==> config.mk <==
export PLATFORM = sky130hd
export DESIGN_NAME = layer_sequencer
export DESIGN_NICKNAME = d
export VERILOG_FILES = /design/src/rtl/layer_sequencer.sv
export SDC_FILE = /design/constraint.sdc
export NUM_CORES = 1
export LEC_CHECK = 0
export ABC_AREA = 1
export ABC_CLOCK_PERIOD_IN_PS = 1900
export CAP_MARGIN = 20
export CORE_AREA = 2 2 39 41
export DETAILED_ROUTE_END_ITERATION = 8
export DIE_AREA = 0 0 41 43
export HOLD_SLACK_MARGIN = 0.06
export RECOVER_POWER = 25
export SLEW_MARGIN = 20
export SYNTH_ARGS = -nofsm -noshare
export SYNTH_HDL_FRONTEND = slang
export SYNTH_SLANG_ARGS = --single-unit
==> constraint.sdc <==
create_clock -name clock -period 1.9 [get_ports clock]
set_input_delay 0.38 -clock clock [delete_from_list [all_inputs] [get_ports clock]]
set_output_delay 0.38 -clock clock [all_outputs]
set_load 0.01 [all_outputs]
==> src/rtl/layer_sequencer.sv <==
// Sequencer for one fully-connected layer over a shared MAC datapath: walks the input and neuron
// indices and issues accumulator clear, accumulate and activate strobes, one result per neuron.
module layer_sequencer #(
  parameter int unsigned N_INPUTS  = 4,
  parameter int unsigned N_NEURONS = 4,
  parameter int unsigned IDX_W     = 2,
  parameter int unsigned NRN_W     = 2
) (
  input  logic             clock,
  input  logic             clear,
  input  logic             en,
  input  logic             start,
  input  logic             out_ready,
  output logic             busy,
  output logic [IDX_W-1:0] input_idx,
  output logic [NRN_W-1:0] neuron_idx,
  output logic             acc_clear,
  output logic             acc_en,
  output logic             act_en,
  output logic             out_valid,
  output logic             done
);

  typedef enum logic [2:0] {
    StIdle,
    StClrAcc,
    StAccum,
    StActivate,
    StOutput,
    StDone
  } state_t;

  localparam logic [IDX_W-1:0] LastInput  = IDX_W'(N_INPUTS - 1);
  localparam logic [NRN_W-1:0] LastNeuron = NRN_W'(N_NEURONS - 1);

  state_t           r_state;
  logic [IDX_W-1:0] r_input_idx;
  logic [NRN_W-1:0] r_neuron_idx;
  logic             w_transfer;

  assign w_transfer = (r_state == StOutput) && out_ready;

  always_ff @(posedge clock) begin
    if (clear) begin
      r_state      <= StIdle;
      r_input_idx  <= '0;
      r_neuron_idx <= '0;
    end else begin
      unique case (r_state)
        StIdle: begin
          if (start && en) begin
            r_state      <= StClrAcc;
            r_input_idx  <= '0;
            r_neuron_idx <= '0;
          end
        end
        StClrAcc: begin
          if (en) r_state <= StAccum;
        end
        StAccum: begin
          if (en) begin
            if (r_input_idx == LastInput) begin
              r_input_idx <= '0;
              r_state     <= StActivate;
            end else begin
              r_input_idx <= r_input_idx + IDX_W'(1);
            end
          end
        end
        StActivate: begin
          if (en) r_state <= StOutput;
        end
        StOutput: begin
          // Output handshake is deliberately not gated by en.
          if (w_transfer) begin
            if (r_neuron_idx == LastNeuron) begin
              r_state <= StDone;
            end else begin
              r_neuron_idx <= r_neuron_idx + NRN_W'(1);
              r_state      <= StClrAcc;
            end
          end
        end
        StDone: begin
          r_state      <= StIdle;
          r_neuron_idx <= '0;
        end
        default: begin
          r_state <= StIdle;
        end
      endcase
    end
  end

  assign busy       = (r_state != StIdle);
  assign input_idx  = r_input_idx;
  assign neuron_idx = r_neuron_idx;
  assign acc_clear  = (r_state == StClrAcc) && en;
  assign acc_en     = (r_state == StAccum) && en;
  assign act_en     = (r_state == StActivate) && en;
  assign out_valid  = (r_state == StOutput);
  assign done       = (r_state == StDone);

endmodule
==> results of run 1 <==
## cell usage in the layout (no fill, tap or decap)
cell type                         instances
sky130_fd_sc_hd__clkbuf_1                 2
sky130_fd_sc_hd__nor2_1                  15
sky130_fd_sc_hd__nor2_2                   5
sky130_fd_sc_hd__nand2_1                 22
sky130_fd_sc_hd__dfxtp_1                  5
sky130_fd_sc_hd__inv_1                    6
sky130_fd_sc_hd__a21oi_1                  3
sky130_fd_sc_hd__dlygate4sd2_1            3
sky130_fd_sc_hd__clkbuf_4                 3
sky130_fd_sc_hd__dfxtp_2                  2
sky130_fd_sc_hd__dlymetal6s2s_1           1
sky130_fd_sc_hd__nor3_1                   3
sky130_fd_sc_hd__nand3_1                  5
sky130_fd_sc_hd__inv_2                    1
sky130_fd_sc_hd__o21ai_0                  3
sky130_fd_sc_hd__ha_1                     2
sky130_fd_sc_hd__dlygate4sd3_1            1
sky130_fd_sc_hd__nand3b_1                 1
sky130_fd_sc_hd__clkdlybuf4s50_1          9
## critical path, stage by stage
cell and delay, ps:
sky130_fd_sc_hd__dlygate4sd3_1 540, sky130_fd_sc_hd__inv_1 80, sky130_fd_sc_hd__nor2_2 170, sky130_fd_sc_hd__dlygate4sd2_1 290
## worst max-delay path by stage
| stage | slack (ps) | depth (start not counted) | start | to |
|---|---|---|---|---|
| 3_3_place_gp | -130 | 4 | en | acc_en |
| 5_1_grt | 10 | 4 | en | acc_en |
| 6_report | 60 | 4 | en | acc_en |
| 2_1_floorplan | 750 | 3 | r_state[0] | acc_en |
| 4_1_cts | 2 | 3 | r_state[2] | out_valid |
| 3_5_place_dp | -150 | 4 | en | acc_en |
## per-layer routing
layer  wire length, um  up-vias  GRT usage [%]
li1                  -      266              -
met1               451      215           17.6
met2               474        5           18.1
met3                20        2           1.57
met4                10        0           10.0
met5                 0        -              0
## registers in the layout, indices dropped and copies added (netlist names)
signal      cells
neuron_idx      2
input_idx       2
r_state         3
## kinds of logic (layout without fill, tap and decap cells)
kind of cell / Yosys count / in the layout / share of synthesized area, %
buffers and inverters: 7 / 26 / 5.98
AO/OA/AOI/OAI: 6 / 6 / 6.84
AND/OR/NAND/NOR: 51 / 51 / 49.6
flip-flops: 7 / 7 / 31.9
adder cells (fa/ha/maj): 2 / 2 / 5.70
## stage by stage
step	utilization [%]	setup slack, ps	hold slack, ps
2_1_floorplan	-	751	449
3_3_place_gp	43.9	-134	475
3_5_place_dp	43.9	-150	475
4_1_cts	45.8	2.43	482
5_1_grt	45.6	12.2	513
6_report	45.6	59.7	477
## power groups by stage
stage / Sequential, mW / Clock, mW / Combinational [mW]
after global routing: 0.265 / 0.139 / 0.551
after detailed placement: 0.254 / 0 / 0.493
final: 0.255 / 0.128 / 0.480
after floorplan: 0.253 / 0 / 0.324
after global placement: 0.253 / 0 / 0.494
after CTS: 0.253 / 0.134 / 0.489
## cell type report
| cell class | instances | area, um2 | area share, % |
|---|---|---|---|
| Timing Repair Buffer | 15 | 143 | 22.6 |
| Inverter | 7 | 26.3 | 4.17 |
| Tap cell | 16 | 20.0 | 3.17 |
| Sequential cell | 7 | 143 | 22.6 |
| Multi-Input combinational cell | 59 | 273 | 43.3 |
| Clock buffer | 4 | 26.3 | 4.17 |
## what timing repair did
action	CTS	global route
gates resized for setup	5	3
cloned	0	0
pin swaps	0	0
setup endpoints to repair	5	3
endpoints found under the hold margin	0	0
==> reports/results.env, run 1 <==
STATUS='finished, final reports clean'
RSZ0062_AT_GRT='false'
ASYNCSETRESETFLOPFRACSYNTH_PCT=0
GP_ROUTABILITY_CONGESTION=0.751
SYN_AREA_PER_CELL_UM2=6.02
P_LEAK_nW=0.317
MAX_SLEW_MARGIN_PCT=83.2
HOLD_PATH.CLASS='reg2reg'
PERIOD_NEEDED_PS=1840
POST_SYNTHESIS_CELL_AREA_UM2=439
BUFFER_PORTS.INSERTED=14
INTERNAL_POWER_mW=0.482
END_KIND='primary output'
TIMING.SETUP.CRITICAL_PATH_CLASS='in2out'
TIMING.HOLD.WORST_PATH_DEPTH=2
P_TOTAL_mW=0.863
POWER.DENSITY_CELL_AREA_nW_PER_UM2=1370
CTS_INSERTED_BUFFERS=3
POWER.SHARE.SWITCHING_PCT=44.2
VIAS_CELL=4.52
HP-START='input_idx[1]'
PLACEABLECOREAREA_UM2=1380
SETUP_TOTAL_NEGATIVE_SLACK_PS=0
GRT_FIRST_PASS_WIRELENGTH_UM=1560
FINAL_CELL_COUNT_NO_FILL=108
TIGHTESTPINTRANSITION_PS=251
GLOBAL_ROUTE.OVERFLOW_TOTAL=0
DRCVIOLATIONCOUNT=0
CLK_LATENCY_PS=240
POST-CTS-SETUP-BUFFER-COUNT=0
ANT_NETS=0
FINCLKSKEW_PS=0.719
CLK_TRANSITION_REPORTED_PATHS_PS=50
MAXSLEWVIOLCOUNT=0
CTSHOLDBUFFERS=0
MAXCLOCKFREQUENCY_GHz=0.543
CRIT_PATH_MAX_FANOUT=4
NETLIST.TOP_CELL.BY_AREA='sky130_fd_sc_hd__dfxtp_1'
FLOORPLAN_DIE_AREA_UM2=1760
NET-SWITCHING-POWER_mW=0.381
WORSTPATHARRIVAL_PS=1460
FINISH.NET_COUNT=100
CRIT_PATH_START_KIND='input port'
WORST-R2R-CELL-COUNT=7
NETLIST.AREA_LEADER.SHARE_PCT=31.9
ROOT_BUFFER='sky130_fd_sc_hd__clkbuf_4'
ROUTE.DETAILED.WL_PER_INST_UM=8.86
PLACEMENT.CELL_AREA_UM2=607
SYNTHCELLS=73
POST-PLACE-CELLS=104
TIMING.REG2REG.SETUP_SLACK_PS=620
POST-SYNTH-TOP-COUNT-CELL='sky130_fd_sc_hd__nand2_1'
CRIT-REG2REG-LAUNCH='r_state[1]'
CTS_TREE='yes'
GRTUSAGETOTAL_PCT=13.1
SYNTH_SEQ_AREA_SHARE_PCT=31.9
CLOCK_POWER_SHARE_PCT=14.8
NUM_ANTENNA_CELLS=0
NETLIST-CELL-TYPE-COUNT=13
NUMBER_OF_SYNTHESIZED_FLOPS_WITH_AN_ENABLE_PIN=0
FINAL-HOLD-VIOLATION-COUNT=0
PLACE_HPWL_UM=789
NUMBER_OF_GLOBAL_ROUTE_VIAS_BEFORE_REPAIR=413
SEQUENTIALPOWERSHARE_PCT=29.6
CRITICAL_PATH.REG2REG.ENDPOINT='neuron_idx[0]'
FLOORPLAN.ROWS=14
CTSLONGESTPATHBUFFERS=2
INITIAL_UTILIZATION_PCT=31.7
FIRSTDRTPASSITERS=4
YOSYSWARNINGS=0
SYNTHFLOPTYPE='sky130_fd_sc_hd__dfxtp_1'
DRT_ITER0_MARKERS=6
AREA_GROWTH_SYN_TO_LAYOUT_PCT=43.6
NETLIST_TOP_CELLS_COUNT='21 x sky130_fd_sc_hd__nand2_1, 16 x sky130_fd_sc_hd__nor2_1, 7 x sky130_fd_sc_hd__dfxtp_1, 7 x sky130_fd_sc_hd__inv_1, 5 x sky130_fd_sc_hd__nand3_1'
CHIPHEIGHT_UM=43
PEAKVDDDROP_mV=0.530
GRT_START_MAX_NET_PINS=8
FRACTION_OF_LAYOUT_INSTANCES_USING_A_DRIVE_STRENGTH_ABOVE_1_PCT=12.0
DRV_CAP=0
FINALSETUPVIOLCOUNT=0
VIA_COUNT=488
YS_FF_LATCH=7
SYNTH_NETS=80
TIMING.CRITICAL_PATH.REQUIRED_PS=1520
FLOORPLAN.IO_PINS=15
SYNTH.AREA.TOP_CELLS='sky130_fd_sc_hd__dfxtp_1 32%, sky130_fd_sc_hd__nand2_1 18%, sky130_fd_sc_hd__nor2_1 14%'
DIEWIDTH_UM=41
FILLCELLCOUNT=163
TIMING.FINAL.CRIT_SHARE_PCT=96.9
LOGIC_GATE_SHARE_OF_TOTAL_POWER_PCT=55.6
TRITONCTS_NUM_SINKS=7
FINALINSTANCEAREA_UM2=631
WHS_ENDPOINT='input_idx[1]'
TOTAL_ROUTED_WIRELENGTH_UM=957
ANTENNA_VIOLATIONS_BEFORE_REPAIR=0
CTSHTREEMAXLEVEL=1
Note: power is estimated with default switching activity, not from simulation.
==> run 2: changes to the inputs <==
--- a/config.mk
+++ b/config.mk
@@ -8,10 +8,14 @@
 export ABC_AREA = 1
 export ABC_CLOCK_PERIOD_IN_PS = 1900
 export CAP_MARGIN = 20
-export CORE_AREA = 2 2 39 41
+export CELL_PAD_IN_SITES_DETAIL_PLACEMENT = 1
+export CELL_PAD_IN_SITES_GLOBAL_PLACEMENT = 1
+export CORE_MARGIN = 2
+export CORE_UTILIZATION = 30
 export DETAILED_ROUTE_END_ITERATION = 8
-export DIE_AREA = 0 0 41 43
 export HOLD_SLACK_MARGIN = 0.06
+export MAX_ROUTING_LAYER = met4
+export PLACE_DENSITY_LB_ADDON = 0.1
 export RECOVER_POWER = 25
 export SLEW_MARGIN = 20
 export SYNTH_ARGS = -nofsm -noshare
==> run 2 against run 1 <==
Net effect: clock power rose by 9%; register-to-register slack barely moved; final area rose by 2.6%; via count up 5.1%; critical path type unchanged.
==> reports/results.env, run 2 (same netlist as run 1, synthesis figures left out) <==
TOTAL_ROUTED_WIRELENGTH_UM=1180
WORST-R2R-CELL-COUNT=7
P_LEAK_nW=0.331
FINISH.NET_COUNT=102
MAXSLEWVIOLCOUNT=0
ANT_NETS=0
LARGEST-REGISTER='r_state'
FINAL_CELL_COUNT_NO_FILL=109
BUFFER_PORTS.INSERTED=14
HP-START='input_idx[1]'
FINALSETUPVIOLCOUNT=0
DRT_ITER0_MARKERS=2
TIMING.SETUP.CRITICAL_PATH_CLASS='in2out'
ANTENNA_VIOLATIONS_BEFORE_REPAIR=0
GRT_FIRST_PASS_WIRELENGTH_UM=2120
VIA_COUNT=513
DRCVIOLATIONCOUNT=0
SEQUENTIAL_CELL_AREA_UM2=144
RSZ0062_AT_GRT='false'
STATUS='finished, final reports clean'
GLOBAL_ROUTE.OVERFLOW_TOTAL=0
MOSTFREQUENTLAYOUTCELL='sky130_fd_sc_hd__nand2_1'
FINCLKSKEW_PS=2.36
FIRSTDRTPASSITERS=3
PERIOD_NEEDED_PS=1800
WORSTPATHARRIVAL_PS=1420
PEAKVDDDROP_mV=0.613
CRIT_PATH_START_KIND='input port'
FRACTION_OF_LAYOUT_INSTANCES_USING_A_DRIVE_STRENGTH_ABOVE_1_PCT=14.9
AREA_GROWTH_SYN_TO_LAYOUT_PCT=47.3
GRTUSAGETOTAL_PCT=16.1
WHS_ENDPOINT='input_idx[1]'
CTS_INSERTED_BUFFERS=3
NUMBER_OF_GLOBAL_ROUTE_VIAS_BEFORE_REPAIR=489
TRITONCTS_NUM_SINKS=7
MAXCLOCKFREQUENCY_GHz=0.554
MAX_SLEW_MARGIN_PCT=87.5
HOLD_PATH.CLASS='reg2reg'
POWER.DENSITY_CELL_AREA_nW_PER_UM2=1380
FLOORPLAN.ROWS=13
CTSHTREEMAXLEVEL=1
LAYOUT_COMMON_CELLS='22 x sky130_fd_sc_hd__nand2_1, 16 x sky130_fd_sc_hd__nor2_1, 9 x sky130_fd_sc_hd__clkdlybuf4s50_1'
TIMING.CRITICAL_PATH.REQUIRED_PS=1520
FLOORPLAN_DIE_AREA_UM2=1790
TIMING.CRITICAL_PATH.SLOWEST_CELL_DELAY_PS=550
CRITICAL_PATH.SLOWEST_CELL='sky130_fd_sc_hd__dlygate4sd3_1'
HOLD_SLACK_PS=489
CRIT_PATH_MAX_FANOUT=3
VIAS_CELL=4.71
LARGEST_REGISTER_FF_COUNT=3
PLACEABLECOREAREA_UM2=1330
END_KIND='primary output'
FLOORPLAN.IO_PINS=15
SETUP_TOTAL_NEGATIVE_SLACK_PS=0
TIMING.REG2REG.SETUP_SLACK_PS=620
CTS_TREE='yes'
ROUTE.DETAILED.WL_PER_INST_UM=10.8
FILLCELLCOUNT=198
DIEWIDTH_UM=42.3
GP_ROUTABILITY_CONGESTION=0.743
CLK_LATENCY_PS=260
DRV_CAP=0
CLK_TRANSITION_REPORTED_PATHS_PS=50
CHIPHEIGHT_UM=42.3
CRITICAL_PATH.REG2REG.ENDPOINT='input_idx[0]'
ROOT_BUFFER='sky130_fd_sc_hd__clkbuf_4'
TIGHTESTPINTRANSITION_PS=185
CTSLONGESTPATHBUFFERS=2
CRITPATHTOPFAMILY='buffers and inverters'
NUM_ANTENNA_CELLS=0
TIMING.HOLD.WORST_PATH_DEPTH=2
TIMING.FINAL.CRIT_SHARE_PCT=95.0
PLACEMENT.CELL_AREA_UM2=621
INITIAL_UTILIZATION_PCT=32.9
FINALINSTANCEAREA_UM2=647
PLACE_HPWL_UM=980
GRT_START_MAX_NET_PINS=8
MULTI_INPUT_COMB_AREA_UM2=270
P_TOTAL_mW=0.891
POST-PLACE-CELLS=105
PATH_CELLS='dlygate4sd3_1 > inv_1 > nor2_2 > dlygate4sd2_1'
FINAL-HOLD-VIOLATION-COUNT=0
CRIT-REG2REG-LAUNCH='r_state[0]'
CRITICAL_PATH.N_BUFFERS_INVERTERS=3
run 2: cell types whose count changed in the layout (fill, tap and decap cells not counted):
| cell | before | now |
|---|---|---|
| sky130_fd_sc_hd__dfxtp_2 | 2 | 3 |
| sky130_fd_sc_hd__nor2_1 | 15 | 16 |
| sky130_fd_sc_hd__dfxtp_1 | 5 | 4 |
| sky130_fd_sc_hd__nor2_2 | 5 | 4 |
| sky130_fd_sc_hd__clkbuf_1 | 2 | 1 |
| sky130_fd_sc_hd__buf_4 | 0 | 3 |
run 2: cell type report:
cell class / count / area share, %
multi-input combinational: 59 / 41.8
timing repair buffer: 17 / 25.0
sequential: 7 / 22.2
clock buffer: 4 / 4.06
inverter: 7 / 4.06
tap: 15 / 2.90
run 2: tightest hold or removal path, cell delays in order, from the launching register on:
cell and delay [ps]:
sky130_fd_sc_hd__dfxtp_1 320, sky130_fd_sc_hd__nand2_1 70, sky130_fd_sc_hd__a21oi_1 50
run 2: what timing repair did:
item,CTS,global route
setup buffers,0,0
cloned,0,0
pin swaps,0,0
setup endpoints to repair,5,3
hold buffers,0,0
resized for setup,5,4
run 2: power breakdown:
part | leakage, nW | switching (mW) | internal, mW
registers | 0.0585 | 0.0572 | 0.197
logic | 0.258 | 0.285 | 0.212
clock network | 0.0150 | 0.0594 | 0.0804
total | 0.331 | 0.402 | 0.489
run 2: worst max path at each step:
stage                     depth (start not counted)         to        from  slack [ps]
after global routing                              4     acc_en          en          40
after floorplan                                   3     acc_en  r_state[0]         750
after global placement                            4     acc_en          en        -110
final                                             4     acc_en          en         100
after CTS                                         4  out_valid  r_state[1]           5
after detailed placement                          4     acc_en          en        -110
run 2: stage by stage:
step                      worst slack, ps  utilization (%)
after global routing                 36.0             48.5
after CTS                            5.15             48.4
after floorplan                       751                -
after detailed placement             -107             46.5
after global placement               -108             46.5
final                                95.4             48.5
run 2: routing by layer:
layer | vias to the layer above | GRT usage, % | share of wire (%)
li1 | 272 | - | -
met1 | 227 | 21.2 | 48
met2 | 12 | 23.1 | 45
met3 | 2 | 1.29 | 4.3
met4 | 0 | 11.3 | 2.5
met5 | - | - | 0
==> run 3: changes to the inputs <==
--- a/config.mk
+++ b/config.mk
@@ -15,7 +15,7 @@
 export DETAILED_ROUTE_END_ITERATION = 8
 export HOLD_SLACK_MARGIN = 0.06
 export MAX_ROUTING_LAYER = met4
-export PLACE_DENSITY_LB_ADDON = 0.1
+export PLACE_DENSITY = 0.79
 export RECOVER_POWER = 25
 export SLEW_MARGIN = 20
 export SYNTH_ARGS = -nofsm -noshare
==> run 3 against run 2 <==
Net effect: count of clock-buffer cells in the layout unchanged; first-iteration DRC count increased to 7.0 times the previous value; hold slack improved by 1.2 ps; clock power about the same; final cell count decreased by 1.8%; final area decreased by 2.1%; critical path depth decreased by 1; global-route usage decreased by 0.83 points; fmax decreased by 0.53%; largest cell class unchanged.
==> reports/results.env, run 3 (same netlist as run 1, synthesis figures left out) <==
FINALSETUPVIOLCOUNT=0
FILLCELLCOUNT=194
FINALINSTANCEAREA_UM2=633
DPL_WORST_SLACK_PS=-166
TIGHTESTPINTRANSITION_PS=235
GRT_FIRST_PASS_WIRELENGTH_UM=2040
NUMBER_OF_GLOBAL_ROUTE_VIAS_BEFORE_REPAIR=476
WORSTPATHARRIVAL_PS=1430
CTSLONGESTPATHBUFFERS=2
TIMING.REG2REG.SETUP_SLACK_PS=650
ROUTE.DETAILED.WL_PER_INST_UM=11.8
FINISH.NET_COUNT=100
CTSHOLDBUFFERS=0
LARGEST-REGISTER='r_state'
GP_ROUTABILITY_CONGESTION=0.784
CHIPHEIGHT_UM=42.3
GLOBAL_ROUTE.OVERFLOW_TOTAL=0
DIEWIDTH_UM=42.3
CLK_TRANSITION_REPORTED_PATHS_PS=60
MAX_SLEW_MARGIN_PCT=84.3
PLACEMENT.CELL_AREA_UM2=606
FRACTION_OF_LAYOUT_INSTANCES_USING_A_DRIVE_STRENGTH_ABOVE_1_PCT=14.1
CTSHTREEMAXLEVEL=1
INITIAL_UTILIZATION_PCT=32.9
POST-CTS-SETUP-BUFFER-COUNT=0
PERIOD_NEEDED_PS=1810
POST-PLACE-CELLS=103
P_LEAK_nW=0.326
NUM_ANTENNA_CELLS=0
CLK_LATENCY_PS=260
TOTAL_ROUTED_WIRELENGTH_UM=1260
BUFFER_PORTS.INSERTED=14
MAXCLOCKFREQUENCY_GHz=0.551
HP-START='input_idx[1]'
DRT_ITER0_MARKERS=14
MAXSLEWVIOLCOUNT=0
CRIT-REG2REG-LAUNCH='r_state[0]'
CRIT_PATH_MAX_FANOUT=6
ROOT_BUFFER='sky130_fd_sc_hd__clkbuf_4'
POWER.DENSITY_CELL_AREA_nW_PER_UM2=1420
DRV_CAP=0
CRITICAL_PATH.REG2REG.ENDPOINT='r_state[0]'
LAYOUT_COMMON_CELLS='22 x sky130_fd_sc_hd__nand2_1, 15 x sky130_fd_sc_hd__nor2_1, 9 x sky130_fd_sc_hd__clkdlybuf4s50_1'
TRITONCTS_NUM_SINKS=7
P_TOTAL_mW=0.902
FINAL-HOLD-VIOLATION-COUNT=0
HOLD_SLACK_PS=490
FINAL_CELL_COUNT_NO_FILL=107
WORST-R2R-CELL-COUNT=7
STATUS='finished, final reports clean'
TIMING.HOLD.WORST_PATH_DEPTH=2
VIAS_CELL=4.90
CTS_TREE='yes'
GRT_START_MAX_NET_PINS=8
TIMING.SETUP.CRITICAL_PATH_CLASS='reg2out'
FLOORPLAN.ROWS=13
FLOORPLAN.IO_PINS=15
AREA_GROWTH_SYN_TO_LAYOUT_PCT=44.2
WHS_ENDPOINT='input_idx[1]'
END_KIND='primary output'
PLACE_HPWL_UM=982
PLACEABLECOREAREA_UM2=1330
FIRSTDRTPASSITERS=3
GRTUSAGETOTAL_PCT=15.3
FINCLKSKEW_PS=7.78
VIA_COUNT=524
ANTENNA_VIOLATIONS_BEFORE_REPAIR=0
DRCVIOLATIONCOUNT=0
CTS_INSERTED_BUFFERS=3
LAYOUT_SETUP_WS_PS=85.7
TIMING.FINAL.CRIT_SHARE_PCT=95.5
ANT_NETS=0
CRIT_PATH_START_KIND='flop'
RSZ0062_AT_GRT='false'
MOSTFREQUENTLAYOUTCELL='sky130_fd_sc_hd__nand2_1'
LARGEST_REGISTER_FF_COUNT=3
PEAKVDDDROP_mV=0.543
FLOORPLAN_DIE_AREA_UM2=1790
HOLD_PATH.CLASS='reg2reg'
TIMING.CRITICAL_PATH.REQUIRED_PS=1520
-- run 3: layer usage --
metal | share of wire, % | GRT usage [%] | up-vias
met5 | 0 | - | -
met4 | 0.95 | 7.50 | 0
met3 | 3.9 | 1.29 | 2
met2 | 44 | 22.5 | 10
met1 | 51 | 20.9 | 241
li1 | - | - | 271
-- run 3: where the power goes --
part,internal (mW),switching [mW],total [mW]
sequential,0.197,0.0650,0.262
clock,0.0805,0.0603,0.141
combinational,0.207,0.292,0.499
-- run 3: critical path, stage by stage, from the launching register on --
cell	delay (ps)
sky130_fd_sc_hd__dfxtp_2	360
sky130_fd_sc_hd__nor2_2	240
sky130_fd_sc_hd__nand2_1	100
sky130_fd_sc_hd__clkdlybuf4s50_1	490
-- run 3: final cells by class --
cell class,count,area (um2),area share [%]
clock buffer,4,26.3,4.15
timing repair buffer,15,145,22.9
tap,15,18.8,2.96
sequential,7,144,22.7
inverter,7,26.3,4.15
multi-input combinational,59,273,43.1
-- run 3: worst max path at each step --
stage	end	from	slack (ps)	cells after the start
6_report	busy	r_state[0]	90	3
5_1_grt	busy	r_state[0]	40	3
4_1_cts	done	r_state[2]	30	3
3_5_place_dp	acc_en	en	-170	4
3_3_place_gp	acc_en	en	-150	4
2_1_floorplan	acc_en	r_state[0]	750	3
-- run 3: what timing repair did --
| action | CTS | global route |
|---|---|---|
| setup endpoints to repair | 5 | 2 |
| pin swaps | 0 | 0 |
| endpoints found under the hold margin | 0 | 0 |
| gates resized for setup | 8 | 3 |
-- run 3: stage by stage --
step,TNS (ps),utilization [%]
floorplan,0,-
global placement,-235,45.4
detailed placement,-272,45.4
CTS,0,47.5
global route,0,47.5
finish,0,47.5
